<file path="src/rtl/mem_arbiter.sv">
// Round-robin two-port arbiter for the 256x16 RAM plus LED/switch I/O.
// Each transaction runs IDLE -> ACCESS (-> RDATA for RAM reads) -> IDLE.
module mem_arbiter #(
  parameter logic [8:0] LED_ADDR = 9'h100,
  parameter logic [8:0] SW_ADDR  = 9'h140
) (
  input  logic        clk,
  input  logic        reset,
  input  logic        req0,
  input  logic [1:0]  cmd0,
  input  logic [8:0]  addr0,
  input  logic [15:0] wdata0,
  output logic        ack0,
  input  logic        req1,
  input  logic [1:0]  cmd1,
  input  logic [8:0]  addr1,
  input  logic [15:0] wdata1,
  output logic        ack1,
  output logic [15:0] rdata,
  output logic [7:0]  ram_addr,
  output logic        ram_write,
  output logic [15:0] ram_wdata,
  input  logic [15:0] ram_rdata,
  input  logic [7:0]  sw_in,
  output logic [7:0]  ledr
);

  localparam logic [1:0] MNONE  = 2'b00;
  localparam logic [1:0] MREAD  = 2'b01;
  localparam logic [1:0] MWRITE = 2'b10;

  localparam logic [1:0] IDLE   = 2'd0;
  localparam logic [1:0] ACCESS = 2'd1;
  localparam logic [1:0] RDATA  = 2'd2;

  logic [1:0]  state_q;
  logic [1:0]  state_d;
  logic        last_q;
  logic        win_q;
  logic [1:0]  cmd_q;
  logic [8:0]  addr_q;
  logic [15:0] wd_q;
  logic [7:0]  ledr_q;

  logic        valid0;
  logic        valid1;
  logic        any_valid;
  logic        win_d;
  logic [1:0]  win_cmd;
  logic [8:0]  win_addr;
  logic [15:0] win_wd;

  logic        is_rd;
  logic        is_wr;
  logic        is_ram;
  logic        acc_led;
  logic        acc_sw;
  logic        done;
  logic        ack_live;
  logic [15:0] rd_val;

  assign valid0    = req0 & ((cmd0 == MREAD) | (cmd0 == MWRITE));
  assign valid1    = req1 & ((cmd1 == MREAD) | (cmd1 == MWRITE));
  assign any_valid = valid0 | valid1;

  // On a tie the port that was not served last wins.
  assign win_d    = (valid0 & valid1) ? ~last_q : valid1;
  assign win_cmd  = win_d ? cmd1   : cmd0;
  assign win_addr = win_d ? addr1  : addr0;
  assign win_wd   = win_d ? wdata1 : wdata0;

  assign is_rd   = (cmd_q == MREAD);
  assign is_wr   = (cmd_q == MWRITE);
  assign is_ram  = ~addr_q[8];
  assign acc_led = is_wr & (addr_q == LED_ADDR);
  assign acc_sw  = is_rd & (addr_q == SW_ADDR);

  always_comb begin
    state_d = state_q;
    unique case (state_q)
      IDLE:    state_d = any_valid ? ACCESS : IDLE;
      ACCESS:  state_d = (is_ram & is_rd) ? RDATA : IDLE;
      RDATA:   state_d = IDLE;
      default: state_d = IDLE;
    endcase
  end

  always_comb begin
    done   = 1'b0;
    rd_val = 16'h0000;
    unique case (1'b1)
      (state_q == ACCESS): begin
        done = ~(is_ram & is_rd);
        if (acc_sw)
          rd_val = {8'h00, sw_in};
      end
      (state_q == RDATA): begin
        done   = 1'b1;
        rd_val = ram_rdata;
      end
      default: ;
    endcase
  end

  // A reset landing mid-transaction swallows the ack and the RAM strobe.
  assign ack_live  = done & ~reset;
  assign ack0      = ack_live & ~win_q;
  assign ack1      = ack_live & win_q;
  assign rdata     = ack_live ? rd_val : 16'h0000;

  assign ram_addr  = addr_q[7:0];
  assign ram_wdata = wd_q;
  assign ram_write = (state_q == ACCESS) & is_wr & is_ram & ~reset;
  assign ledr      = ledr_q;

  always_ff @(posedge clk) begin
    if (reset) begin
      state_q <= IDLE;
      last_q  <= 1'b1;
      win_q   <= 1'b0;
      cmd_q   <= MNONE;
      addr_q  <= 9'h000;
      wd_q    <= 16'h0000;
    end else begin
      state_q <= state_d;
      if ((state_q == IDLE) & any_valid) begin
        win_q  <= win_d;
        last_q <= win_d;
        cmd_q  <= win_cmd;
        addr_q <= win_addr;
        wd_q   <= win_wd;
      end
    end
  end

  always_ff @(posedge clk) begin
    if (reset)
      ledr_q <= 8'h00;
    else if ((state_q == ACCESS) & acc_led)
      ledr_q <= wd_q[7:0];
  end

endmodule

</file>
<file path="config.mk">
export PLATFORM = sky130hd
export DESIGN_NAME = mem_arbiter
export DESIGN_NICKNAME = d
export VERILOG_FILES = /design/src/rtl/mem_arbiter.sv
export SDC_FILE = /design/constraint.sdc
export NUM_CORES = 1
export LEC_CHECK = 0
export ABC_AREA = 1
export CAP_MARGIN = 40
export CORE_UTILIZATION = 43
export DETAILED_ROUTE_END_ITERATION = 8
export PLACE_DENSITY = 0.84
export SYNTH_ARGS = -nofsm -noshare
export SYNTH_HDL_FRONTEND = slang
export SYNTH_SLANG_ARGS = --single-unit
</file>
<file path="constraint.sdc">
create_clock -name clk -period 2.8 [get_ports clk]
set_input_delay 0.56 -clock clk [delete_from_list [all_inputs] [get_ports clk]]
set_output_delay 0.56 -clock clk [all_outputs]
set_load 0.1 [all_outputs]
</file>
Yosys cells after proc, flatten, opt, wreduce, memory -nomap -nowiden
Index checks and enable logic that the tools add are counted.

Input port bits: 82. Word-level logic and storage cells: 51. Register bits after elaboration: 39.

Bitwise logic cells: 22. Eq/ne operators: 10. Multiplexer cells: 11. Reduce and logical (&&, ||, !) cells: 1.

Operators with widths (count): $mux 16 (2); $pmux 16 s2 (1); $eq 9x9->1 const B (2); $and 1x1->1 (14); $mux 9 (1); $eq 2x1->1 const B (4); $eq 2x2->1 const B (4); $mux 8 (1); $not 1->1 (5); $mux 2 (2); $pmux 2 s2 (1); $or 1x1->1 (3); $logic_not 2->1 (1); $mux 1 (2); $pmux 1 s2 (1).

Longest topological paths before layout
Depth in word-level cells: 6. Mapped depth: 9.

Worst setup path after synthesis
Ideal clock, no wire load.

Path type: input -> output. Start point: input port reset. End point: output port ram_write. Path slack: -564 ps. Path buffers: 1. Stages on the path: 2. Arrival time: 2804 ps. Cells stage by stage: clkbuf_1 nor3_1.

Longest elaborated chain between the ends: 2.

RTL lines: from (decl) (RTL line 8) `input logic reset,`; $not 1->1 (RTL line 113) `assign ram_write = (state_q == ACCESS) & is_wr & is_ram & ~reset;`; $and 1x1->1 (RTL line 113); to (decl) (RTL line 21) `output logic ram_write,`.

No other way between the ends.

Worst setup path in the final report
Start point: input port reset. End point: output port rdata[11].

Longest elaborated chain between the ends: 3.

RTL lines: $not 1->1 (RTL line 106) `assign ack_live = done & ~reset;`; $and 1x1->1 (RTL line 106); $mux 16 (RTL line 109) `assign rdata = ack_live ? rd_val : 16'h0000;`; to (decl) (RTL line 19) `output logic [15:0] rdata,`.

No other way between the ends.

==> impl_metrics.env <==
export IMPL_synth_lib_cells_used_distinct=25
export IMPL_grt_first_pass_wirelength_um=11850
export IMPL_final_design_area_no_fill_mm2=0.004101
export IMPL_dpl_worst_slack_ns=0.1841
export IMPL_drt_initial_drc_count=99
export IMPL_synth_edff_count=0
export IMPL_drt_pass1_iter_count=6
export IMPL_netSwitchingFraction=0.4262
export IMPL_cts_sinks=39
export IMPL_setup_total_negative_slack_ns=0
export IMPL_cts_buffers_inserted=5
export IMPL_max_freq_ghz=0.3770
export IMPL_grt_setup_unrepaired="no"
export IMPL_area_after_detailed_placement_mm2=0.003995
export IMPL_fp_row_count=27
export IMPL_cts_htree_levels=2
export IMPL_boundaryPins=133
export IMPL_combinationalPowerShare=0.439
export IMPL_cp_arrival_ns=2.09
export IMPL_path_delay_family="buffers and inverters"
export IMPL_slew_viol_final=0
export IMPL_slew_headroom=0.6711
export IMPL_number_of_global_route_vias_before_repair=2730
export IMPL_timing_critical_path_buf_inv=3
export IMPL_sequentialPowerShare=0.352
export IMPL_synth_seq_area_share=0.3025
export IMPL_period_needed_ns=2.653
export IMPL_postLayoutSetupSlackWorst_ns=0.1473
export IMPL_share_clk_of_total_power=0.208
export IMPL_drc=0
export IMPL_hold_ws_ns=0.4853
export IMPL_crit_slowest_cell="clkdlybuf4s50_1"
export IMPL_globalRouteOverflowTotal=0
export IMPL_areaGrowthSynthToFinish_pct=58.89
export IMPL_initial_core_util=0.4575
export IMPL_final_setup_viol_count=0
export IMPL_critPathMaxFanout=11
export IMPL_ys_seq_elements=39
export IMPL_netlist_area_mm2=0.002581
export IMPL_dieArea_mm2=0.006317
export IMPL_floorplan_core_area_mm2=0.005642
export IMPL_finalWeightedCongestion=0.8214
export IMPL_synthArstFlopShare=0
export IMPL_max_cap_viol_count=0
export IMPL_post_dp_hpwl_um=5835
export IMPL_worst_setup_path_type="in2out"
export IMPL_final_util=0.7270
export IMPL_cellLeakagePower_nw=1.913
export IMPL_num_vias=2947
export IMPL_routed_wirelength_um=7506
export IMPL_synth_main_ff_cell="dfxtp_1"
export IMPL_syn_instance_count=423
export IMPL_die_w_um=79.48
export IMPL_port_buffer_count=132
export IMPL_detail_route_wl_per_cell_um=12.24
export IMPL_type_of_destination_of_the_critical_path="output pin"
export IMPL_synth_nets=508
export IMPL_cts_root_buf="clkbuf_8"
export IMPL_worstSkewPairLatency_ns=0.29
export IMPL_timing_critical_path_from_type="input pin"
export IMPL_die_height_um=79.48
export IMPL_power_per_cell_area_mw_per_mm2=439.2
export IMPL_fin_crit_sh=0.9474
export IMPL_clkSlewWorstSetupHoldPaths_ns=0.07
export IMPL_cellInternalPower_w=0.001034
export IMPL_tritoncts="done"
export IMPL_slew_of_the_pin_with_the_lowest_slew_margin_ns=0.4933
export IMPL_grt_max_degree=55
export IMPL_count_of_warnings_emitted_by_yosys=0
export IMPL_synth_avg_cell_area_um2=6.102
export IMPL_worst_hold_check_path_type="reg2reg"
export IMPL_final_layout_size_suffix_gt1_frac=0.1645
export IMPL_antenna_violations_before_repair=0
export IMPL_final_hold_viol_count=0
export IMPL_clk_path_buf_depth=2
export IMPL_total_switching_power_w=0.0007676
export IMPL_irDropWorstVdd_mv=0.2607
export IMPL_cpPeakStageDelay_ns=0.50
export IMPL_num_nets_final=625
export IMPL_grt_usage=0.2395
export IMPL_crit_chain="clkdlybuf4s50_1 -> inv_2 -> nand3_1 -> nor2_2 -> buf_12"
export IMPL_worstPathRequired_ns=2.24
export IMPL_worst_clock_skew_ns=0.004763
export IMPL_via_per_inst=4.808
export IMPL_diodes=0
export IMPL_status="completed"
export IMPL_antenna_violating_nets_post_route=0
[synthesized netlist by cell type (2+ instances only)]
master	number	area, µm²
nand2_1	124	465.5
ha_1	3	37.54
nand3_1	41	205.2
dfxtp_1	39	780.8
buf_4	12	90.09
inv_2	4	15.01
nand4_1	10	62.56
nor2_1	80	300.3
a21oi_1	12	60.06
buf_2	13	65.06
buf_6	2	22.52
a21boi_1	13	97.59
inv_1	43	161.4
a21boi_0	12	90.09
clkbuf_1	5	18.77
[state kept, by name, summed over array words and instances, names as in the netlist]
signal,count
ledr,8
addr_q,9
last_q,1
ram_wdata,16
state_q,2
win_q,1
cmd_q,2
[metrics by stage]
stage                     instances  total power (W)
final                           613         0.001801
after global routing            613         0.001903
after CTS                       611         0.001816
after detailed placement        603         0.001438
after global placement          603         0.001423
after floorplan                 423         0.001226
[layout make-up]
| type | instances | area (µm²) |
|---|---|---|
| Inverter | 48 | 182.7 |
| Clock buffer | 6 | 72.57 |
| Clock inverter | 2 | 12.51 |
| Multi-Input combinational cell | 303 | 1449 |
| Tap cell | 72 | 90.09 |
| Sequential cell | 39 | 780.7 |
| Fill cell | 482 | 1540 |
| Timing Repair Buffer | 143 | 1514 |
[kinds of logic (layout without fill, tap and decap cells)]
kind of cell,count (synthesis),after routing,synth area share
adders and majority gates,3,3,0.01454
DFF,39,39,0.3025
and+or+nand+nor,262,262,0.4324
AOI/OAI and AO/OA,38,38,0.1023
buffers and inverters,81,199,0.1483
[routing by layer]
| metal | part of all wire | global-route usage | vias to the layer above |
|---|---|---|---|
| li1 | - | - | 1541 |
| met1 | 0.40 | 0.2589 | 1292 |
| met2 | 0.51 | 0.4419 | 102 |
| met3 | 0.070 | 0.06514 | 12 |
| met4 | 0.019 | 0.08364 | 0 |
| met5 | 0 | 0 | - |
[placed cells by master (no fill, tap or decap), drive strengths merged]
cell type | Yosys | final
nand2 | 125 | 125
clkdlybuf4s50 | 0 | 81
nor2 | 80 | 80
buf | 28 | 62
inv | 48 | 48
nand3 | 43 | 43
dfxtp | 39 | 39
a21boi | 25 | 25
a21oi | 13 | 13
nand4 | 11 | 11
clkbuf | 5 | 6
ha | 3 | 3
nor3 | 2 | 2
nor3b | 1 | 1
clkinvlp | 0 | 1
clkinv | 0 | 1
[what timing repair did]
item,in CTS,in global routing
setup buffers,0,2
resized for setup,0,1
endpoints found under the setup margin,0,10
hold buffers,0,0
[final timing paths]
kind,startpoint,endpoint,slack (ns),depth (start not counted)
max,reset,rdata[11],0.15,5
min,ledr[5]$_SDFFE_PP0P_,ledr[5]$_SDFFE_PP0P_,0.49,2
max reg2reg,state_q[0]$_SDFF_PP0_,ram_wdata[6]$_SDFFE_PP0P_,1.22,8
min reg2reg,ledr[5]$_SDFFE_PP0P_,ledr[5]$_SDFFE_PP0P_,0.49,2
[power by group through the flow]
stage	clock, W	sequential [W]	combinational (W)
floorplan	0	0.000838	0.000389
global placement	0	0.000646	0.000777
detailed placement	0	0.000647	0.000791
CTS	0.000389	0.000635	0.000793
global route	0.000411	0.000640	0.000852
finish	0.000376	0.000635	0.000791
[tightest hold or removal path: stages, from the launching register on]
cell     delay (ns)
dfxtp_1        0.33
a21oi_1        0.04
nor2_1         0.08
No activity file was read; power rests on OpenSTA's default activity.
